[src/rtl/debug_bram_sequencer.sv]
`default_nettype none
// ============================================================================
// Module   : debug_bram_sequencer
// Purpose  : Host-driven sequencer for the RV32ICore debug BRAM ports. It
//            loads InstCache/DataCache through port 2, releases the core from
//            reset for a bounded number of cycles, and dumps either BRAM back
//            out as a word stream. It owns the core reset.
// Ports    : CPU_CLK / CPU_RST         clock, asynchronous active-high reset
//            cmd_valid/ready/op/target/arg   command channel
//            wr_valid/ready/data       load word stream into the block
//            rd_valid/ready/data/last  dump word stream out of the block
//            core_rst                  RV32ICore reset, low only while running
//            busy / done               status; done is a one-cycle pulse
//            CPU_Debug_DataCache_*2    DataCache port 2 (A2/WD2/WE2/RD2)
//            CPU_Debug_InstCache_*2    InstCache port 2 (A2/WD2/WE2/RD2)
// Revision : 1.0  initial release
// ============================================================================
module debug_bram_sequencer #(
   parameter int BRAMWORDS = 4096,
   parameter int CNT_W     = 13
) (
   input  logic        CPU_CLK,
   input  logic        CPU_RST,
   input  logic        cmd_valid,
   output logic        cmd_ready,
   input  logic [1:0]  cmd_op,
   input  logic        cmd_target,
   input  logic [31:0] cmd_arg,
   input  logic        wr_valid,
   output logic        wr_ready,
   input  logic [31:0] wr_data,
   output logic        rd_valid,
   input  logic        rd_ready,
   output logic [31:0] rd_data,
   output logic        rd_last,
   output logic        core_rst,
   output logic        busy,
   output logic        done,
   output logic [31:0] CPU_Debug_DataCache_A2,
   output logic [31:0] CPU_Debug_DataCache_WD2,
   output logic [3:0]  CPU_Debug_DataCache_WE2,
   input  logic [31:0] CPU_Debug_DataCache_RD2,
   output logic [31:0] CPU_Debug_InstCache_A2,
   output logic [31:0] CPU_Debug_InstCache_WD2,
   output logic [3:0]  CPU_Debug_InstCache_WE2,
   input  logic [31:0] CPU_Debug_InstCache_RD2
);

   localparam logic [2:0] S_IDLE      = 3'd0;
   localparam logic [2:0] S_LOAD      = 3'd1;
   localparam logic [2:0] S_RUN       = 3'd2;
   localparam logic [2:0] S_DUMP_ADDR = 3'd3;
   localparam logic [2:0] S_DUMP_WAIT = 3'd4;
   localparam logic [2:0] S_DUMP_OUT  = 3'd5;

   localparam logic [1:0] OP_LOAD = 2'b00;
   localparam logic [1:0] OP_DUMP = 2'b01;
   localparam logic [1:0] OP_RUN  = 2'b10;

   function automatic logic [31:0] word_addr(input logic [CNT_W-1:0] i);
      return {{(30-CNT_W){1'b0}}, i, 2'b00};
   endfunction

   logic [2:0]       state_q, state_d;
   logic             tgt_q, tgt_d;
   logic [CNT_W-1:0] count_q, count_d;
   logic [CNT_W-1:0] idx_q, idx_d;
   logic [31:0]      run_cnt_q, run_cnt_d;
   logic             fin_q, fin_d;
   logic             done_q, done_d;
   logic             core_rst_q, core_rst_d;
   logic             rd_valid_q, rd_valid_d;
   logic             rd_last_q, rd_last_d;
   logic [31:0]      rd_data_q, rd_data_d;
   logic [31:0]      dc_a2_q, dc_a2_d, dc_wd2_q, dc_wd2_d;
   logic [3:0]       dc_we2_q, dc_we2_d;
   logic [31:0]      ic_a2_q, ic_a2_d, ic_wd2_q, ic_wd2_d;
   logic [3:0]       ic_we2_q, ic_we2_d;

   // Port-independent view of the next port-2 drive; split per target below.
   logic [31:0]      a2_n, wd2_n;
   logic [3:0]       we2_n;
   logic [CNT_W-1:0] cmd_count, idx_inc;
   logic             is_last;
   logic [31:0]      rd2_sel;

   assign cmd_count = (cmd_arg == 32'd0 || cmd_arg > 32'(BRAMWORDS))
                      ? CNT_W'(BRAMWORDS) : cmd_arg[CNT_W-1:0];
   assign idx_inc   = idx_q + CNT_W'(1);
   assign is_last   = (idx_q == count_q - CNT_W'(1));
   assign rd2_sel   = tgt_q ? CPU_Debug_InstCache_RD2 : CPU_Debug_DataCache_RD2;

   // fin_q/done_q keep cmd_ready low until the cycle after done, so a command
   // can never be taken in the same cycle as the previous command's done.
   assign cmd_ready = (state_q == S_IDLE) && !fin_q && !done_q && !CPU_RST;
   assign wr_ready  = (state_q == S_LOAD);
   assign busy      = (state_q != S_IDLE);

   always_comb begin
      state_d    = state_q;
      tgt_d      = tgt_q;
      count_d    = count_q;
      idx_d      = idx_q;
      run_cnt_d  = run_cnt_q;
      fin_d      = 1'b0;
      done_d     = fin_q;   // LOAD completion is reported one cycle late
      core_rst_d = 1'b1;
      rd_valid_d = rd_valid_q;
      rd_last_d  = rd_last_q;
      rd_data_d  = rd_data_q;
      a2_n       = tgt_q ? ic_a2_q  : dc_a2_q;
      wd2_n      = tgt_q ? ic_wd2_q : dc_wd2_q;
      we2_n      = 4'h0;

      case (state_q)
         S_IDLE: begin
            if (cmd_valid && cmd_ready) begin
               tgt_d   = cmd_target;
               count_d = cmd_count;
               idx_d   = '0;
               a2_n    = '0;
               wd2_n   = '0;
               case (cmd_op)
                  OP_LOAD: state_d = S_LOAD;
                  OP_DUMP: state_d = S_DUMP_ADDR;
                  OP_RUN: begin
                     if (cmd_arg == 32'd0) begin
                        done_d = 1'b1;
                     end else begin
                        state_d    = S_RUN;
                        run_cnt_d  = cmd_arg;
                        core_rst_d = 1'b0;
                     end
                  end
                  default: done_d = 1'b1;
               endcase
            end
         end
         S_LOAD: begin
            if (wr_valid) begin
               a2_n  = word_addr(idx_q);
               wd2_n = wr_data;
               we2_n = 4'hF;
               if (is_last) begin
                  state_d = S_IDLE;
                  fin_d   = 1'b1;
               end else begin
                  idx_d = idx_inc;
               end
            end
         end
         S_RUN: begin
            run_cnt_d = run_cnt_q - 32'd1;
            if (run_cnt_q == 32'd1) begin
               state_d = S_IDLE;
               done_d  = 1'b1;
            end else begin
               core_rst_d = 1'b0;
            end
         end
         S_DUMP_ADDR: state_d = S_DUMP_WAIT;
         S_DUMP_WAIT: begin
            // Read data for the address driven last cycle is on RD2 now.
            rd_data_d  = rd2_sel;
            rd_last_d  = is_last;
            rd_valid_d = 1'b1;
            state_d    = S_DUMP_OUT;
         end
         S_DUMP_OUT: begin
            if (rd_ready) begin
               rd_valid_d = 1'b0;
               rd_last_d  = 1'b0;
               if (is_last) begin
                  state_d = S_IDLE;
                  done_d  = 1'b1;
               end else begin
                  idx_d   = idx_inc;
                  a2_n    = word_addr(idx_inc);
                  state_d = S_DUMP_ADDR;
               end
            end
         end
         default: state_d = S_IDLE;
      endcase

      // Only the selected cache sees traffic; the other port is held at zero.
      dc_a2_d  = tgt_d ? 32'd0 : a2_n;
      dc_wd2_d = tgt_d ? 32'd0 : wd2_n;
      dc_we2_d = tgt_d ? 4'h0  : we2_n;
      ic_a2_d  = tgt_d ? a2_n  : 32'd0;
      ic_wd2_d = tgt_d ? wd2_n : 32'd0;
      ic_we2_d = tgt_d ? we2_n : 4'h0;
   end

   always_ff @(posedge CPU_CLK or posedge CPU_RST) begin
      if (CPU_RST) begin
         state_q    <= S_IDLE;
         tgt_q      <= 1'b0;
         count_q    <= '0;
         idx_q      <= '0;
         run_cnt_q  <= '0;
         fin_q      <= 1'b0;
         done_q     <= 1'b0;
         core_rst_q <= 1'b1;
         rd_valid_q <= 1'b0;
         rd_last_q  <= 1'b0;
         rd_data_q  <= '0;
         dc_a2_q    <= '0;
         dc_wd2_q   <= '0;
         dc_we2_q   <= '0;
         ic_a2_q    <= '0;
         ic_wd2_q   <= '0;
         ic_we2_q   <= '0;
      end else begin
         state_q    <= state_d;
         tgt_q      <= tgt_d;
         count_q    <= count_d;
         idx_q      <= idx_d;
         run_cnt_q  <= run_cnt_d;
         fin_q      <= fin_d;
         done_q     <= done_d;
         core_rst_q <= core_rst_d;
         rd_valid_q <= rd_valid_d;
         rd_last_q  <= rd_last_d;
         rd_data_q  <= rd_data_d;
         dc_a2_q    <= dc_a2_d;
         dc_wd2_q   <= dc_wd2_d;
         dc_we2_q   <= dc_we2_d;
         ic_a2_q    <= ic_a2_d;
         ic_wd2_q   <= ic_wd2_d;
         ic_we2_q   <= ic_we2_d;
      end
   end

   assign core_rst                = core_rst_q;
   assign done                    = done_q;
   assign rd_valid                = rd_valid_q;
   assign rd_last                 = rd_last_q;
   assign rd_data                 = rd_data_q;
   assign CPU_Debug_DataCache_A2  = dc_a2_q;
   assign CPU_Debug_DataCache_WD2 = dc_wd2_q;
   assign CPU_Debug_DataCache_WE2 = dc_we2_q;
   assign CPU_Debug_InstCache_A2  = ic_a2_q;
   assign CPU_Debug_InstCache_WD2 = ic_wd2_q;
   assign CPU_Debug_InstCache_WE2 = ic_we2_q;

endmodule
`default_nettype wire

[config.mk]
export PLATFORM = sky130hd
export DESIGN_NAME = debug_bram_sequencer
export DESIGN_NICKNAME = d
export VERILOG_FILES = /design/src/rtl/debug_bram_sequencer.sv
export SDC_FILE = /design/constraint.sdc
export NUM_CORES = 1
export LEC_CHECK = 0
export ABC_AREA = 1
export CORE_MARGIN = 3
export CORE_UTILIZATION = 45
export CTS_BUF_LIST = sky130_fd_sc_hd__clkbuf_8
export DETAILED_ROUTE_END_ITERATION = 6
export PLACE_DENSITY = 0.81
export RECOVER_POWER = 100
export SKIP_LAST_GASP = 1
export SLEW_MARGIN = 40
export SYNTH_ARGS = -nofsm -noshare
export SYNTH_HDL_FRONTEND = slang
export SYNTH_SLANG_ARGS = --single-unit
[constraint.sdc]
create_clock -name CPU_CLK -period 6.59 [get_ports CPU_CLK]
set_clock_uncertainty 0.2 [all_clocks]
set_input_delay 0.659 -clock CPU_CLK [delete_from_list [all_inputs] [get_ports CPU_CLK]]
set_output_delay 0.659 -clock CPU_CLK [all_outputs]
set_load 0.03 [all_outputs]
==> results.toml <==
[sta]
holdWs_ns = 0.3442
finalMaxSlewViolations = 61
max_slew_margin_pct = -32.60
fmax_mhz = 228.4
hold_viol = 0
fin_crit_ns = 4.378
worstMarginPinSlew_ns = 1.968
setup_viol_count_final = 0
post-route-period-util_pct = 66.43
tns_ns = 0
rsz0062_at_grt = "false"

[synth]
yosys_warnings = 0
syn_area_sq_um = 11630
ys_seq_area_share_pct = 49.27
synth.avg_cell_area_sq_um = 8.051
ys_ff_latch = 229
yosysUniqueCellTypes = 52
netlist_instances = 1445
syn-num-nets = 1589

[critical_path]
endpoint_kind = "flip-flop"
crit_path_cell_trace = "clkinv_1, nor2_1, inv_1, nor2_1, inv_1, nor2_1, nor3_2, o21ai_0, inv_2, nand3_1, o21ai_0"
cpMostUsedCell = "nor2_1"
critPathKind = "reg -> reg"
path_max_fanout = 17
slowest_stage = "nor2_1"
slowest_delay_ns = 0.90
cp.required_ns = 6.80
arrival_ns = 4.59
cp-start-kind = "flip-flop"

[floorplan]
num_rows = 58
ios = 311
die_w_um = 166.8
core_area_sq_um = 25330
start_util_pct = 45.93
die_area_sq_um = 27820
die_h_um = 166.8

[final_layout]
layout_commonest_cell = "nand2_1"
drive_gt1_share_pct = 5.926
antenna_cells = 0
final_cell_mix = "nand2_1, nor2_1, dfrtp_1, dlygate4sd3_1"
nets = 1875
area_growth_pct = 33.36

[run_status]
violations = "max-capacitance violations, max-slew violations"
status = "finished with violations"

[cts]
cts_sinks = 229
post_cts_buffers = 0
cts_root_buffer = "clkbuf_8"
cts_tree = "built"
clk_latency_ns = 0.54
cts-htree-levels = 2
clock_path_buffers = 3
ctsHoldBuffers = 0
cts_resized = 0
numCtsBuffers = 40
path_clk_slew_ns = 0.06

[route]
drc = 0
final_antenna_net_count = 0
drt_wl_total_um = 35010
detail_route.first_pass.iterations = 5
drtIter0Drc = 749
vias = 11100
viasPerCell = 5.324
routedWlPerCell_um = 16.79

[placement]
gp_congestion = 0.9069
hpwl_um = 24690
portBuffers = 310

[power_and_ir_drop]
pwr-share-seq_pct = 32.9
p_per_area_nw_per_um2 = 408.2
ir_drop_uv = 364.7
clkPwrFrac_pct = 20.1
p_comb_share_pct = 46.9
p_leak_uw = 0.007629
p_sw_share_pct = 46.01
internal_power_uw = 3419
p_switching_uw = 2914

[global_routing]
grt_usage_pct = 24.76
antenna_found_initial = 0
grt_pass1_wl_um = 56970
grt-ovfl-total = 0
grt_pass1_vias = 10950
grt_max_degree = 85

[run]
cap_violations = 2

[worst_hold_path]
hp-class = "reg -> reg"
[cell type report]
cell class | instances | area, sq um
fillers | 2251 | 9812
flip-flops and latches | 229 | 5732
multi-input cells | 1006 | 4900
repair buffers | 322 | 3208
clock buffers | 45 | 619.3
inverters | 132 | 496.7
well taps | 330 | 412.9
clock inverters | 21 | 146.4
[metal layers]
metal  up-vias  GRT usage, %  routed length, um
met4         0         8.608               1168
met5         -             0                  0
met3        75         5.127               2478
met2       430         40.84              16450
met1      5314         32.69              14920
li1       5282             -                  -
[power groups by stage]
stage	sequential [uW]	combinational, uW	clock, uW
finish	2090	2970	1280
CTS	2100	3130	1310
global placement	2110	3070	0
global route	2130	3290	1370
detailed placement	2120	3120	0
floorplan	2420	1800	0
[registers in the layout (all words and copies together), names as in the netlist]
signal / count
CPU_Debug_DataCache_A2: 32
CPU_Debug_DataCache_WD2: 32
CPU_Debug_DataCache_WE2: 1
CPU_Debug_InstCache_A2: 32
CPU_Debug_InstCache_WD2: 32
CPU_Debug_InstCache_WE2: 1
core_rst: 1
count_q: 13
done: 1
fin_q: 1
idx_q: 13
rd_data: 32
rd_last: 1
rd_valid: 1
run_cnt_q: 32
state_q: 3
tgt_q: 1
[cell usage after synthesis, drive strengths merged]
library cell | instances | area, sq um
inv | 131 | 491.7
and3 | 1 | 6.260
or2 | 3 | 18.77
nand4 | 15 | 93.84
ha | 8 | 100.1
nand2 | 395 | 1590
buf | 33 | 211.5
a31oi | 39 | 244.0
a21oi | 44 | 224.0
o311ai | 2 | 17.52
clkbuf | 45 | 168.9
o22ai | 21 | 131.4
o211a | 1 | 10.01
mux2i | 13 | 130.1
dfstp | 1 | 26.28
xor2 | 19 | 166.4
a221oi | 1 | 8.760
dfrtp | 228 | 5705
clkinv | 1 | 3.750
nor4 | 10 | 77.57
nand3 | 42 | 245.2
a22oi | 47 | 352.8
o32ai | 2 | 17.52
o31ai | 11 | 92.58
nand3b | 1 | 7.510
o21ai | 58 | 305.3
nor2 | 245 | 979.7
nor3 | 13 | 75.07
o211ai | 4 | 35.03
a32oi | 3 | 26.28
o221ai | 2 | 17.52
xnor2 | 6 | 52.55
[critical path: cells and delay by family (launching register included)]
family / cells / cell delay [ns]
compound gates: 2 / 0.84
buf+inv: 4 / 0.84
flops: 1 / 0.43
simple gates: 5 / 1.92
[per-stage QoR]
| stage | std cells | util [%] | instance area, sq um | total power, uW | setup slack [ns] |
|---|---|---|---|---|---|
| after floorplan | 1445 | - | 11640 | 4218 | 2.738 |
| after global placement | 2019 | 58.77 | 14890 | 5181 | 2.949 |
| after detailed placement | 2019 | 58.82 | 14900 | 5233 | 2.870 |
| after CTS | 2085 | 61.84 | 15660 | 6533 | 3.155 |
| after global routing | 2085 | 61.26 | 15510 | 6792 | 1.752 |
| final | 2085 | 61.26 | 15510 | 6333 | 2.212 |
[cell families (layout without fill, tap and decap cells)]
group / Yosys count / in the layout / synth area share, %
adder cells (fa/ha/maj): 8 / 8 / 0.8604
AND/OR/NAND/NOR: 725 / 725 / 26.60
XOR/XNOR: 25 / 25 / 1.882
buffers and inverters: 210 / 520 / 7.528
flip-flops: 229 / 229 / 49.27
multiplexers: 13 / 13 / 1.118
AO/OA/AOI/OAI: 235 / 235 / 12.74
[final timing paths]
check                                              from                              endpoint  slack [ns]  depth (start not counted)
worst max-delay path             state_q[0]$_DFFE_PP0P_                  idx_q[0]$_DFFE_PP0P_        2.21                         11
worst min-delay path            rd_data[10]$_DFFE_PP0P_               rd_data[10]$_DFFE_PP0P_        0.34                          2
worst max register to register   state_q[0]$_DFFE_PP0P_                  idx_q[0]$_DFFE_PP0P_        2.21                         11
worst min register to register  rd_data[10]$_DFFE_PP0P_               rd_data[10]$_DFFE_PP0P_        0.34                          2
max in group asynchronous                       CPU_RST  CPU_Debug_InstCache_WD2[0]$_DFF_PP0_        4.67                          3
min in group asynchronous                       CPU_RST             run_cnt_q[22]$_DFFE_PP0P_        0.44                          2
(Power assumes the default switching activity.)
